File: config.mk
export PLATFORM = sky130hd
export DESIGN_NAME = spi_cmd_master
export DESIGN_NICKNAME = d
export VERILOG_FILES = /design/src/rtl/spi_cmd_master.sv
export SDC_FILE = /design/constraint.sdc
export NUM_CORES = 1
export LEC_CHECK = 0
export ABC_AREA = 1
export BUFFER_PORTS_ARGS = -buffer_cell sky130_fd_sc_hd__buf_4
export CAP_MARGIN = 40
export CORE_MARGIN = 4
export CORE_UTILIZATION = 41
export DETAILED_ROUTE_END_ITERATION = 16
export RECOVER_POWER = 25
export SLEW_MARGIN = 20
export SYNTH_ARGS = -nofsm -noshare
export SYNTH_HDL_FRONTEND = slang
export SYNTH_SLANG_ARGS = --single-unit
File: constraint.sdc
create_clock -name clk -period 3.2 [get_ports clk]
set_clock_uncertainty 0.1 [all_clocks]
set_input_delay 0.16 -clock clk [delete_from_list [all_inputs] [get_ports clk]]
set_output_delay 0.16 -clock clk [all_outputs]
set_load 0.02 [all_outputs]
File: src/rtl/spi_cmd_master.sv
// rtl/spi_cmd_master.sv - SPI initiator turning 10-bit RAM commands into SPI mode-0 frames
//
// Sends {cmd_data[9], cmd_data[9:0]} MSB first on mosi. Opcode 11 (rd-data) adds one dummy
// SCLK period and clocks 8 bits back from miso, returned on rd_data with a rd_valid pulse.
//
// Parameter HALF_PERIOD : clk cycles per sclk half-period (1..255).
// Macro SPI_CMD_MASTER_FIFO_EN : when defined, a 4-entry command FIFO feeds the frame engine.
//
// Ports:
//   clk, rst            system clock, asynchronous active-high reset
//   cmd_data[9:0]       [9:8] opcode (00 wr-addr, 01 wr-data, 10 rd-addr, 11 rd-data), [7:0] payload
//   cmd_valid/cmd_ready command handshake
//   rd_data[7:0]        byte from the last rd-data frame, rd_valid one-cycle update pulse
//   sclk, ss_n, mosi    SPI outputs (mode 0), miso SPI input
module spi_cmd_master #(
   parameter int HALF_PERIOD = 2
) (
   input  logic       clk,
   input  logic       rst,
   input  logic [9:0] cmd_data,
   input  logic       cmd_valid,
   output logic       cmd_ready,
   output logic [7:0] rd_data,
   output logic       rd_valid,
   output logic       sclk,
   output logic       ss_n,
   output logic       mosi,
   input  logic       miso
);
   typedef enum logic [2:0] {IDLE, SETUP, SHIFT, TURN, READ, HOLD, GAP} state_t;

   localparam logic [8:0] HALF_LAST = 9'(HALF_PERIOD - 1);
   localparam logic [8:0] GAP_LAST  = 9'(2 * HALF_PERIOD - 1);

   state_t      state;
   logic [8:0]  cnt;
   logic [3:0]  bit_cnt;
   logic [10:0] sreg;
   logic [7:0]  rx;
   logic        is_rd;
   logic        half_done;
   logic        gap_done;
   logic        frame_end;
   logic        have_cmd;
   logic        start;
   logic [9:0]  next_cmd;

   assign half_done = (cnt == HALF_LAST);
   assign gap_done  = (cnt == GAP_LAST);
   // HOLD is the trailing low half of the last SCLK period; its end is the end of the frame.
   assign frame_end = (state == HOLD) && half_done;
   assign start     = have_cmd && ((state == IDLE) || ((state == GAP) && gap_done));

`ifdef SPI_CMD_MASTER_FIFO_EN
   logic [9:0] fifo_mem [4];
   logic [1:0] wr_ptr;
   logic [1:0] rd_ptr;
   logic [2:0] count;
   logic       push;

   assign cmd_ready = (count != 3'd4);
   assign push      = cmd_valid && cmd_ready;
   assign have_cmd  = (count != 3'd0);
   assign next_cmd  = fifo_mem[rd_ptr];

   // The head entry stays queued while its frame runs and is popped when the frame ends.
   always_ff @(posedge clk or posedge rst) begin
      if (rst) begin
         wr_ptr <= 2'd0;
         rd_ptr <= 2'd0;
         count  <= 3'd0;
      end else begin
         if (push) wr_ptr <= wr_ptr + 2'd1;
         if (frame_end) rd_ptr <= rd_ptr + 2'd1;
         count <= count + {2'b00, push} - {2'b00, frame_end};
      end
   end

   always_ff @(posedge clk) begin
      if (push) fifo_mem[wr_ptr] <= cmd_data;
   end
`else
   logic ready_q;

   assign cmd_ready = ready_q;
   assign have_cmd  = cmd_valid && ready_q;
   assign next_cmd  = cmd_data;
`endif

   always_ff @(posedge clk or posedge rst) begin
      if (rst) begin
         state    <= IDLE;
         cnt      <= 9'd0;
         bit_cnt  <= 4'd0;
         sreg     <= 11'd0;
         rx       <= 8'd0;
         is_rd    <= 1'b0;
         sclk     <= 1'b0;
         ss_n     <= 1'b1;
         mosi     <= 1'b0;
         rd_data  <= 8'd0;
         rd_valid <= 1'b0;
`ifndef SPI_CMD_MASTER_FIFO_EN
         ready_q  <= 1'b1;
`endif
      end else begin
         rd_valid <= 1'b0;
         cnt      <= cnt + 9'd1;
         case (state)
            IDLE: cnt <= 9'd0;
            SETUP: begin
               if (half_done) begin
                  cnt   <= 9'd0;
                  sclk  <= 1'b1;
                  state <= SHIFT;
               end
            end
            SHIFT, TURN, READ, HOLD: begin
               if (half_done) begin
                  cnt <= 9'd0;
                  if (sclk) begin
                     // Falling edge: present the next bit; sreg runs out to zeros after bit 10.
                     sclk    <= 1'b0;
                     mosi    <= sreg[10];
                     sreg    <= {sreg[9:0], 1'b0};
                     bit_cnt <= bit_cnt + 4'd1;
                     case (state)
                        SHIFT: if (bit_cnt == 4'd10) state <= is_rd ? TURN : HOLD;
                        TURN: begin
                           state   <= READ;
                           bit_cnt <= 4'd0;
                        end
                        READ: if (bit_cnt == 4'd7) state <= HOLD;
                        default: ;
                     endcase
                  end else if (state == HOLD) begin
                     ss_n  <= 1'b1;
                     state <= GAP;
                     if (is_rd) begin
                        rd_data  <= rx;
                        rd_valid <= 1'b1;
                     end
                  end else begin
                     sclk <= 1'b1;
                     if (state == READ) rx <= {rx[6:0], miso};
                  end
               end
            end
            GAP: begin
               if (gap_done) begin
                  state <= IDLE;
                  cnt   <= 9'd0;
`ifndef SPI_CMD_MASTER_FIFO_EN
                  ready_q <= 1'b1;
`endif
               end
            end
            default: state <= IDLE;
         endcase

         if (start) begin
            state   <= SETUP;
            cnt     <= 9'd0;
            bit_cnt <= 4'd0;
            ss_n    <= 1'b0;
            mosi    <= next_cmd[9];
            sreg    <= {next_cmd, 1'b0};
            is_rd   <= &next_cmd[9:8];
`ifndef SPI_CMD_MASTER_FIFO_EN
            ready_q <= 1'b0;
`endif
         end
      end
   end
endmodule
==> impl_metrics.csv <==
group,metric,value,unit
run_status,run_status,"finished, final reports clean",
drt,first_pass_iters,4,
worst_setup_path,required,3.29,ns
grt,grt_pass1_wl,8.95,mm
timing,setup_slack,1.19,ns
cts,cts_buffers,5,
timing,finalSetupViolCount,0,
drt,wl_met3,124,um
drt,vias,1978,
cts,tritoncts,"done",
worst_setup_path,cp_max_fo,16,
worst_setup_path,critPathBufInv,3,
drt,dr_wl_met2,2.38,mm
worst_setup_path,max_stage_delay,0.42,ns
worst_setup_path,cpLargestDelayFamily,"simple AND/OR/NAND/NOR gates",
synthesis,avgSynthCellArea,8.27,sq um
synthesis,synth_nets,321,
drt,top_layer_used,"met4",
worst_setup_path,cp_slowest_cell,"dfrtp_1",
cts,cts-root-buf,"clkbuf_8",
synthesis,yosysTopAreaCell,"dfrtp_1",
timing,setup_tns,0,ns
synthesis,yosysWarnings,0,
timing,hold_viol,0,
drt,wirelength_met1,2.36,mm
placement,hpwlAfterDp,3.43,mm
floorplan,die-area,7400,sq um
cts,htreeDepth,2,
layout,final_cell_area,2970,sq um
hold_path,hold_class,"in -> reg",
placement,placement.io_buffers,26,
floorplan,ios,27,
worst_setup_path,crit_path_frequent_cell,"inv_1",
layout,num_antenna_cells,0,
worst_setup_path,path_class,"reg -> reg",
synthesis,synth_top_cell_area_share,0.461,
layout,nFillCells,576,
grt,globalRoute.totalOverflow,0,
synthesis,synth.ff_latch_count,48,
cts,worstSkewPairLatency,0.30,ns
timing,slew_headroom,0.373,
drt,drc,0,
drt,drt_iter0_markers,85,
timing,fmax,497,MHz
timing,period_minus_slack,2.01,ns
power_and_ir_drop,powerDensity,740,nW/um^2
placement,place_congestion,0.800,
power_and_ir_drop,power_leakage,0.00154,uW
grt,grt_pass1_vias,1975,
synthesis,synth-compound-area-share,0.0516,
hold_path,worst_hold_path.num_cells,5,
drt,wirelength,4.92,mm
layout,drive_gt1_frac,0.175,
cts,cts_setup_buffers,0,
synthesis,synthesis.instances,302,
worst_setup_path,r2r_cells,8,
floorplan,num_rows,28,
timing,final_max_slew_viol_count,0,
grt,antenna_found_initial,0,
synthesis,synth_xor_area_frac,0.0175,
worst_setup_path,crit_cells,8,
cts,cts_buffer_depth,2,
placement,placed_cells,398,
layout,nets,360,
synthesis,yosysSeqAreaShare,0.482,
worst_setup_path,start_kind,"register",
floorplan,core-area,5920,sq um
worst_setup_path,crit_chain,"inv_1 > ha_1 > inv_1 > nand4_1 > inv_2 > nand3_2 > nand2_1 > o21ai_1",
synthesis,yosys-mux-area-fraction,0,
timing,rsz0062_at_grt,"no",
grt,grt_use_total,0.149,
timing,fin_crit_sh,0.629,
cts,clkTransAtPathRegs,0.09,ns
worst_setup_path,critPathCaptureType,"register",
worst_setup_path,arrival,2.10,ns
drt,drt-vias-per-instance,4.74,
synthesis,ys_types,29,
synthesis,yosys.area_share.adder,0.0251,
synthesis,yosys.area_share.simple,0.334,
cts,clkSinkCount,48,
floorplan,die_w,86.0,um
grt,grt_max_degree,38,
synthesis,synth_area_leaders,"dfrtp_1, nand2_1, nand3_1",
synthesis,synth_top_family_by_area,"simple AND/OR/NAND/NOR gates",
drt,post_drt_wl_per_cell,11.8,um
timing,timing_worst_slew_pin_value,0.939,ns
layout,area_delta_synth_final,19.1,%
floorplan,initial_core_util,0.422,
synthesis,syn_area,2500,sq um
run,cap_violations,0,
floorplan,die_h,86.0,um
drt,ant_nets,0,
placement,post-place-ws,1.20,ns
power_and_ir_drop,irDropWorstVdd,0.288,mV
layout,instances_no_fill,417,
placement,dpl_cell_area,2740,sq um
==> Yosys cell counts, drive strengths merged <==
library cell / count
ha: 5
buf: 7
and3: 1
dfstp: 2
nand3: 44
a21oi: 2
nor2: 25
o21ai: 23
nand3b: 3
dfrtp: 46
nand2: 83
or2: 4
nand4: 7
inv: 41
nor3: 4
xor2: 5
==> logic make-up (layout without fill, tap and decap cells) <==
| family | Yosys count | in the layout |
|---|---|---|
| simple gates | 171 | 171 |
| flops | 48 | 48 |
| buf+inv | 48 | 88 |
| compound gates | 25 | 25 |
| fa+ha+maj | 5 | 5 |
| xor+xnor | 5 | 5 |
==> metrics by stage <==
stage	total power, uW	utilization	hold slack, ns
after CTS	2230	0.505	0.0767
after detailed placement	1680	0.463	0.135
after floorplan	1500	-	0.170
final	2200	0.502	0.0887
after global placement	1660	0.460	0.265
after global routing	2390	0.502	0.132
==> layer usage <==
metal	vias up	global-route usage
li1	1038	-
met1	912	0.194
met2	21	0.251
met3	7	0.0298
met4	0	0.0432
met5	-	0
==> report_power, final <==
| part | switching (uW) | total [uW] | internal, uW |
|---|---|---|---|
| clock network | 217 | 531 | 315 |
| registers | 125 | 877 | 752 |
| logic | 496 | 793 | 297 |
| total | 837 | 2200 | 1360 |
==> layout by cell type (no fill, tap or decap), drive strengths merged <==
cell,instances
a21oi,2
dfrtp,46
o21ai,23
nand3,44
inv,42
or2,4
dfstp,2
nand3b,3
buf,22
nand2,83
ha,5
bufinv,2
clkbuf,11
and3,1
nor2,25
xor2,5
nor3,4
dlygate4sd3,11
nand4,7
==> layout make-up <==
cell class	count	area, sq um	area share
Timing Repair Buffer	39	314	0.106
Multi-Input combinational cell	206	1070	0.360
Tap cell	75	93.8	0.0316
Inverter	41	154	0.0518
Sequential cell	48	1200	0.405
Clock inverter	3	68.8	0.0231
Clock buffer	5	68.8	0.0231
==> path summary, 6_finish.rpt <==
path                             startpoint          to  slack (ns)
worst max-delay path               state[1]       rx[0]        1.19
worst min-delay path            cmd_data[8]       is_rd        0.09
worst max register to register     state[1]       rx[0]        1.19
worst min register to register        rx[7]  rd_data[7]        0.39
max in group asynchronous               rst   cmd_ready        1.76
min in group asynchronous               rst     sreg[1]        0.51
==> state kept, by name, indices dropped and copies added, names as in the netlist <==
register   cells
sreg          10
cnt            9
rd_data        8
rx             8
bit_cnt        4
state          3
cmd_ready      1
is_rd          1
mosi           1
rd_valid       1
sclk           1
ss_n           1
==> worst min-delay path: stages <==
cell and delay (ns):
buf_4 0.11, inv_1 0.05, nor2_1 0.05, nand2_1 0.05, nand2_1 0.04
==> timing repair <==
action / 4_1_cts / 5_1_grt
hold endpoints to repair: 31 / 0
gates resized for setup: 0 / 0
hold buffers: 11 / 0
Power figures use the tool's default switching activity.
